**src/rtl/lcd_bus_driver.sv**
```systemverilog
// lcd_bus_driver: HD44780 write-only bus timing engine.
// Takes one {RS, byte} request at a time over valid/ready and produces the
// RS/DATA setup, E strobe, data hold and command execution wait on the pins.
// Every state is timed by one shared 20-bit down-counter that loads N-1 on
// entry and exits when it reads zero, so each state lasts exactly N cycles.
module lcd_bus_driver #(
  parameter int unsigned T_PWRUP_CYC = 750000,
  parameter int unsigned T_SETUP_CYC = 4,
  parameter int unsigned T_EPW_CYC   = 25,
  parameter int unsigned T_HOLD_CYC  = 4,
  parameter int unsigned T_EXEC_CYC  = 2000,
  parameter int unsigned T_LONG_CYC  = 82000
) (
  input  logic       clk_50MHZ,
  input  logic       reset,
  input  logic       req_valid,
  input  logic       req_rs,
  input  logic [7:0] req_data,
  output logic       req_ready,
  output logic       done,
  output logic       busy,
  output logic       LCD_RW,
  output logic       LCD_RS,
  output logic       LCD_E,
  inout  wire  [7:0] DATA_BUS
);

  localparam int unsigned CNT_W = 20;
  localparam int unsigned DATA_W = 8;

  // Counter reload values: a state of N cycles starts at N-1.
  localparam logic [CNT_W-1:0] LD_PWRUP = CNT_W'(T_PWRUP_CYC - 1);
  localparam logic [CNT_W-1:0] LD_SETUP = CNT_W'(T_SETUP_CYC - 1);
  localparam logic [CNT_W-1:0] LD_EPW   = CNT_W'(T_EPW_CYC - 1);
  localparam logic [CNT_W-1:0] LD_HOLD  = CNT_W'(T_HOLD_CYC - 1);
  localparam logic [CNT_W-1:0] LD_EXEC  = CNT_W'(T_EXEC_CYC - 1);
  localparam logic [CNT_W-1:0] LD_LONG  = CNT_W'(T_LONG_CYC - 1);

  typedef enum logic [2:0] {
    S_PWRUP = 3'd0,
    S_IDLE  = 3'd1,
    S_SETUP = 3'd2,
    S_PULSE = 3'd3,
    S_HOLD  = 3'd4,
    S_WAIT  = 3'd5
  } state_t;

  state_t              state;
  logic [CNT_W-1:0]    cnt;
  logic [DATA_W-1:0]   data_q;
  logic                long_q;
  logic                cnt_zero;
  logic                accept;
  logic                req_long;

  // Clear (0x01) and return-home (0x02/0x03) need the long execution wait.
  assign req_long = !req_rs && (req_data[7:2] == 6'd0) && (req_data != 8'd0);

  assign cnt_zero = (cnt == '0);
  assign accept   = req_valid && req_ready && (state == S_IDLE);

  // Write-only bus: RW is tied low and the data pins are always driven.
  assign LCD_RW   = 1'b0;
  assign DATA_BUS = data_q;

  // Timing FSM with registered pin and handshake outputs.
  always_ff @(posedge clk_50MHZ or posedge reset) begin
    if (reset) begin
      state     <= S_PWRUP;
      cnt       <= LD_PWRUP;
      data_q    <= '0;
      long_q    <= 1'b0;
      LCD_RS    <= 1'b0;
      LCD_E     <= 1'b0;
      req_ready <= 1'b0;
      done      <= 1'b0;
      busy      <= 1'b1;
    end else begin
      done <= 1'b0;
      case (state)
        S_PWRUP: begin
          LCD_E <= 1'b0;
          if (cnt_zero) begin
            state     <= S_IDLE;
            req_ready <= 1'b1;
            busy      <= 1'b0;
          end else begin
            cnt <= cnt - CNT_W'(1);
          end
        end

        S_IDLE: begin
          LCD_E <= 1'b0;
          if (accept) begin
            // Capture the request into the pin registers; upstream may change it freely afterwards.
            data_q    <= req_data;
            LCD_RS    <= req_rs;
            long_q    <= req_long;
            state     <= S_SETUP;
            cnt       <= LD_SETUP;
            req_ready <= 1'b0;
            busy      <= 1'b1;
          end
        end

        S_SETUP: begin
          if (cnt_zero) begin
            state <= S_PULSE;
            cnt   <= LD_EPW;
            LCD_E <= 1'b1;
          end else begin
            cnt <= cnt - CNT_W'(1);
          end
        end

        S_PULSE: begin
          if (cnt_zero) begin
            state <= S_HOLD;
            cnt   <= LD_HOLD;
            LCD_E <= 1'b0;
          end else begin
            cnt <= cnt - CNT_W'(1);
          end
        end

        S_HOLD: begin
          if (cnt_zero) begin
            state <= S_WAIT;
            cnt   <= long_q ? LD_LONG : LD_EXEC;
          end else begin
            cnt <= cnt - CNT_W'(1);
          end
        end

        S_WAIT: begin
          if (cnt_zero) begin
            // Ready rises together with done so a held request is taken without a bubble.
            state     <= S_IDLE;
            done      <= 1'b1;
            req_ready <= 1'b1;
            busy      <= 1'b0;
          end else begin
            cnt <= cnt - CNT_W'(1);
          end
        end

        default: begin
          // Unreachable encodings recover to an idle bus.
          state     <= S_IDLE;
          cnt       <= '0;
          LCD_E     <= 1'b0;
          req_ready <= 1'b1;
          busy      <= 1'b0;
        end
      endcase
    end
  end

endmodule
```
**config.mk**
```make
export PLATFORM = sky130hd
export DESIGN_NAME = lcd_bus_driver
export DESIGN_NICKNAME = d
export VERILOG_FILES = /design/src/rtl/lcd_bus_driver.sv
export SDC_FILE = /design/constraint.sdc
export NUM_CORES = 1
export LEC_CHECK = 0
export ABC_AREA = 1
export BUFFER_PORTS_ARGS = -buffer_cell sky130_fd_sc_hd__buf_4
export CAP_MARGIN = 0
export CORE_UTILIZATION = 63
export DETAILED_ROUTE_END_ITERATION = 12
export PLACE_DENSITY_LB_ADDON = 0.3
export SYNTH_ARGS = -nofsm -noshare
export SYNTH_HDL_FRONTEND = slang
export SYNTH_SLANG_ARGS = --single-unit
```
**constraint.sdc**
```tcl
create_clock -name clk_50MHZ -period 3.46 [get_ports clk_50MHZ]
set_clock_uncertainty 0.1 [all_clocks]
set_input_delay 0.173 -clock clk_50MHZ [delete_from_list [all_inputs] [get_ports clk_50MHZ]]
set_output_delay 0.173 -clock clk_50MHZ [all_outputs]
set_load 0.01 [all_outputs]
```
==> Word level (Yosys, flattened, before mapping) <==
Index checks and enable logic that the tools add are counted.
{ "word_totals": {"output_inout_bits": 14, "latchBits": 0, "regBits": 37, "word_cells": 62, "romBits": 0, "mem_count": 0, "ramBits": 0} }
{ "op_classes": {"magnitude_cmp": 0, "reduce_logical": 17, "eq_ne": 11, "n_addsub": 1, "muxes": 22, "shifts": 0, "div_mod_pow": 0, "bitwise_logic": 2, "multipliers": 0} }
{ "ops": {"columns": ["op", "n"], "rows": [
  ["20-bit two-way mux", 5],
  ["20-bit case mux with 5 select lines", 1],
  ["20-bit logical NOT", 1],
  ["20-bit by 1-bit subtractor with 20-bit output, second input constant", 1],
  ["17-bit two-way mux", 1],
  ["3-bit two-way mux", 5],
  ["3-bit case mux with 5 select lines", 1],
  ["2-bit inequality test, second input constant", 5],
  ["1-bit case mux with 3 select lines", 3],
  ["8-bit nonzero test", 1],
  ["3-bit by 2-bit equality test with 1-bit output, second input constant", 2],
  ["3-bit equality test, second input constant", 2],
  ["6-bit logical NOT", 1],
  ["1-bit two-way mux", 6],
  ["3-bit AND reduction", 2],
  ["5-bit AND reduction", 1],
  ["1-bit logical AND", 4],
  ["2-bit AND reduction", 2],
  ["2-bit OR reduction", 2],
  ["3-bit by 1-bit equality test with 1-bit output, second input constant", 1],
  ["3-bit logical NOT", 1],
  ["3-bit OR reduction", 1],
  ["2-bit by 1-bit inequality test with 1-bit output, second input constant", 1],
  ["1-bit NOT", 2],
  ["1-bit logical NOT", 1]
]} }

==> Longest topological paths before layout <==
{ "logic_depth": {"ltp_word": 4, "mapped_depth": 12, "depth_no_buf": 11} }

==> Worst setup path before layout <==
OpenSTA, ideal clock, no wires.
{ "synth_timing": {"kind": "register to register", "startpoint": "register cnt[0]", "endpoint": "register cnt[7]", "path_stages_with_launch": 11, "n_path_buf": 1, "arrival_time_ns": 1.592, "period_less_slack_ns": 1.764, "setup_slack_ns": 1.696, "required_ns": 3.288, "path_cell_list": "dfstp_2 -> inv_1 -> ha_1 -> nand2_2 -> nor2_8 -> nand3_4 -> buf_6 -> nand2_4 -> nand3_1 -> nand2_2 -> o21ai_1"} }
{ "synth_via": {"elab_chain_cells": 3} }
{ "synth_rtl": {"columns": ["item", "line_no", "rtl"], "rows": [
  ["start: declaration", "49", "logic [CNT_W-1:0] cnt;"],
  ["start signal: assignment", "88", "cnt <= cnt - CNT_W'(1);"],
  ["start signal: assignment", "112", "cnt <= cnt - CNT_W'(1);"],
  ["start signal: assignment", "122", "cnt <= cnt - CNT_W'(1);"],
  ["20-bit by 1-bit subtractor with 20-bit output or 20-bit logical NOT (tied branches)", null, null],
  ["20-bit two-way mux, or another cell as far along", "83, 136", null],
  ["20-bit case mux with 5 select lines or 2-bit AND reduction (tied branches)", null, null]
]} }
Several ways; a longest one is shown, not always the timed one. The select of a mux whose other input is x is not followed.
A chain may end at the register's enable or synchronous reset.

==> Worst setup path after layout <==
{ "layout_timing": {"startpoint": "register state[0]", "endpoint": "register data_q[7], in the netlist DATA_BUS[7]"} }
{ "layout_via": {"elab_chain_cells": 3} }
{ "layout_rtl": {"columns": ["item", "line_no", "rtl"], "rows": [
  ["start: declaration", "48", "state_t state;"],
  ["start signal: assignment", "69", "state <= S_PWRUP;"],
  ["start signal: assignment", "84", "state <= S_IDLE;"],
  ["start signal: assignment", "99", "state <= S_SETUP;"],
  ["3-bit by 1-bit equality test with 1-bit output *", "60, 80", null],
  ["1-bit logical AND", "60", "assign accept = req_valid && req_ready && (state == S_IDLE);"],
  ["2-bit AND reduction (no line) *", null, null],
  ["end signal: assignment", "96", "data_q <= req_data;"],
  ["end: declaration", "50", "logic [DATA_W-1:0] data_q;"]
]} }
Every way passes the cells marked *; elsewhere a longest branch is shown, timed or not.

==> impl_metrics.csv <==
group,metric,value,unit
run_status,status,"complete, no violations",
pwr,sequentialPowerShare,30.8,%
synthesis,synthesis.yosys.warnings,0,
final_layout,layout.cell_area.non_filler,2700,sq um
timing,final-setup-viol-count,0,
worst_setup_path,cp_data_arrival_time,2370,ps
worst_setup_path,crit-reg2reg-launch,"state[0]$_DFFE_PP0P_",
placed_design,io_buffer_count,16,
detailed_routing,routed_via_density,5.38,
timing,whs,46.1,ps
detailed_routing,detailroute.via_count,2091,
synthesis,unique_masters_post_synth,33,
synthesis,async_set_or_reset_flop_fraction_in_the_synthesized_netlist,100,%
global_routing,number_of_global_route_vias_before_repair,1860,
synthesis,postSynth.topFlopCell,"dfrtp_1",
clocking,cts-htree-levels,2,
placed_design,gp_congestion,0.895,
final_layout,regMostFlops,"cnt",
synthesis,synth_seq_area_share,41.7,%
die,floorplan.die_area,3830,sq um
min_path,worst_hold_path.num_cells,4,
placed_design,pre_cts_slack,1460,ps
min_path,hp-class,"input pin to flop",
clocking,tritoncts.num_buffers,5,
synthesis,synthesis.area_per_instance,7.44,sq um
detailed_routing,detailed_route_wl,5480,microns
worst_setup_path,timing.reg2reg.setup_slack,1250,ps
global_routing,wire_length_of_the_first_global_routing_pass,8650,microns
synthesis,yosys_register_bits,37,
global_routing,grt_antenna_before_repair,0,
timing,achievable_freq,0.453,GHz
run,drv_cap,0,
global_routing,track_usage,32.0,%
final_layout,drive_gt1_share,19.0,%
synthesis,mappedNetlistArea,2260,sq um
clocking,cts_root_buffer_type,"clkbuf_4",
timing,grt_setup_unrepaired,"false",
pwr,p_int,1.39,mW
synthesis,synth_nets,317,
clocking,worstSkewPairLatency,370,ps
global_routing,gr-total-overflow,0,
die,number_of_standard_cell_rows_in_the_floorplan,21,
min_path,hold_end,"DATA_BUS[5]$_DFFE_PP0P_",
placed_design,placedInstanceArea,2400,sq um
placed_design,detailed_place_hpwl,3590,microns
min_path,hold_start,"req_data[5]",
detailed_routing,drt-wirelength-per-cell,14.1,microns
clocking,cts_num_sinks,37,
worst_setup_path,r2r-end,"DATA_BUS[7]$_DFFE_PP0P_",
timing,report.final.slew_viol_count,0,
worst_setup_path,critical_path.endpoint_type,"flop",
timing,final_hold_viol_count,0,
final_layout,flow.area_growth_from_synthesis,19.4,%
pwr,vdd_drop_max,0.581,mV
pwr,power_switching_share,46.5,%
detailed_routing,first_pass_iters,5,
worst_setup_path,critical_path_class,"flop to flop",
final_layout,num-nets-final,355,
worst_setup_path,critical_path_peak_fanout,13,
pwr,power.switching,1.21,mW
pwr,power_density,960,nW/um^2
pwr,leakage_dissipation,1.38,nW
worst_setup_path,r2r.worst_path.cells,8,
synthesis,synth-edff-count,0,
detailed_routing,antenna_violating_nets_post_route,0,
detailed_routing,drc,0,
final_layout,num_antenna_cells,0,
worst_setup_path,launching_element_type_of_the_critical_path,"flop",
timing,setup_ws,1250,ps
detailed_routing,drt_iter0_markers,176,
die,die_height,61.9,microns
timing,final.min_clock_period,2210,ps
final_layout,largest_register_ffs,20,
clocking,tritoncts,"built",
clocking,cts_post_setup_buffers_inserted,0,
timing,setup-tns-final,0,ps
pwr,power_frac_comb,54.2,%
worst_setup_path,timing.critical_path.required,3630,ps
pwr,clock_power_share,15.0,%
die,effective_utilization_at_floorplan,66.7,%
global_routing,grt_max_degree,38,
synthesis,syn-instance-count,304,
clocking,clockBufferDepth,2,
timing,final_min_period_over_clock_period,63.7,%
clocking,worst_path_clk_slew,130,ps
die,io_pins,26,
die,die_w,61.9,microns
die,core,3390,sq um
## kinds of logic (layout without fill, tap and decap cells)
group,Yosys count,in the layout,share of synthesized area (%)
and+or+nand+nor,188,188,39.8
buffers and inverters,43,82,8.30
DFF,37,37,41.7
AOI/OAI and AO/OA,24,24,5.59
xor gates and xnor gates,10,10,3.87
adders and majority gates,1,1,0.553
other,1,1,0.166
## cell usage in the layout (no fill, tap or decap), types with 5 or more instances in the layout
cell,netlist,final
a21oi_1,6,6
buf_4,2,17
clkbuf_4,0,5
dfrtp_1,23,23
dfstp_2,14,14
dlygate4sd3_1,0,19
inv_1,33,33
nand2_1,99,99
nand3_1,21,21
nand4_1,5,5
nor2_1,37,37
o21ai_0,7,7
o21ai_1,9,9
xor2_1,8,8
## layout make-up
type                       count  area, sq um
fill                         224          688
multi-input combinational    224         1130
clock inverter                 3         68.8
timing repair buffer          36          318
tap                           46         57.6
inverter                      38          145
sequential                    37          943
clock buffer                   5         37.5
## power groups by stage
stage | Clock [mW] | Sequential (mW) | Combinational [mW]
6_report | 0.390 | 0.798 | 1.41
3_3_place_gp | 0 | 0.802 | 1.18
3_5_place_dp | 0 | 0.804 | 1.21
4_1_cts | 0.388 | 0.798 | 1.36
5_1_grt | 0.406 | 0.816 | 1.56
2_1_floorplan | 0 | 0.778 | 0.972
## routing by layer
metal,part of all wire (%),track usage [%]
met5,0,0
met4,1.4,12.4
met3,7.0,6.83
met2,48,52.8
met1,44,41.2
## synth_stat cells (3+ instances only)
cell type	number	area (sq um)
nand2_1	99	372
nor2_1	37	139
inv_1	33	124
dfrtp_1	23	576
nand3_1	21	105
dfstp_2	14	368
o21ai_1	9	45.0
xor2_1	8	70.1
o21ai_0	7	35.0
a21oi_1	6	30.0
nand4_1	5	31.3
inv_2	4	15.0
nand2_2	4	25.0
nand2_4	4	45.0
nor2_4	4	45.0
nor2_2	3	18.8
nor3_1	3	15.0
## stage by stage
step	total power, mW	util, %	cells
after floorplan	1.75	-	304
after global placement	1.98	70.9	362
after detailed placement	2.01	70.9	362
after CTS	2.55	79.7	389
after global routing	2.79	79.7	389
final	2.59	79.7	389
## how the worst max path moves through the flow
| stage | from | slack [ps] | end |
|---|---|---|---|
| after detailed placement | cnt[0]$_DFFE_PP1P_ | 1460 | cnt[8]$_DFFE_PP1P_ |
| after global placement | cnt[0]$_DFFE_PP1P_ | 1530 | cnt[6]$_DFFE_PP0P_ |
| after floorplan | cnt[0]$_DFFE_PP1P_ | 1700 | cnt[7]$_DFFE_PP1P_ |
| after CTS | state[0]$_DFFE_PP0P_ | 1360 | DATA_BUS[7]$_DFFE_PP0P_ |
| after global routing | state[0]$_DFFE_PP0P_ | 1120 | DATA_BUS[6]$_DFFE_PP0P_ |
| final | state[0]$_DFFE_PP0P_ | 1250 | DATA_BUS[7]$_DFFE_PP0P_ |
## what timing repair did
item	in CTS	in global routing
resized for setup	0	0
hold buffers	19	0
hold endpoints to repair	33	0
## critical path, stage by stage (launching register included)
cell and delay, ps:
dfrtp_1 460, inv_2 70, nor2_1 120, nand2_1 130
nor2_4 210, inv_1 230, nand2_1 120, o21ai_0 100
dlygate4sd3_1 570
Power figures use the tool's default switching activity.
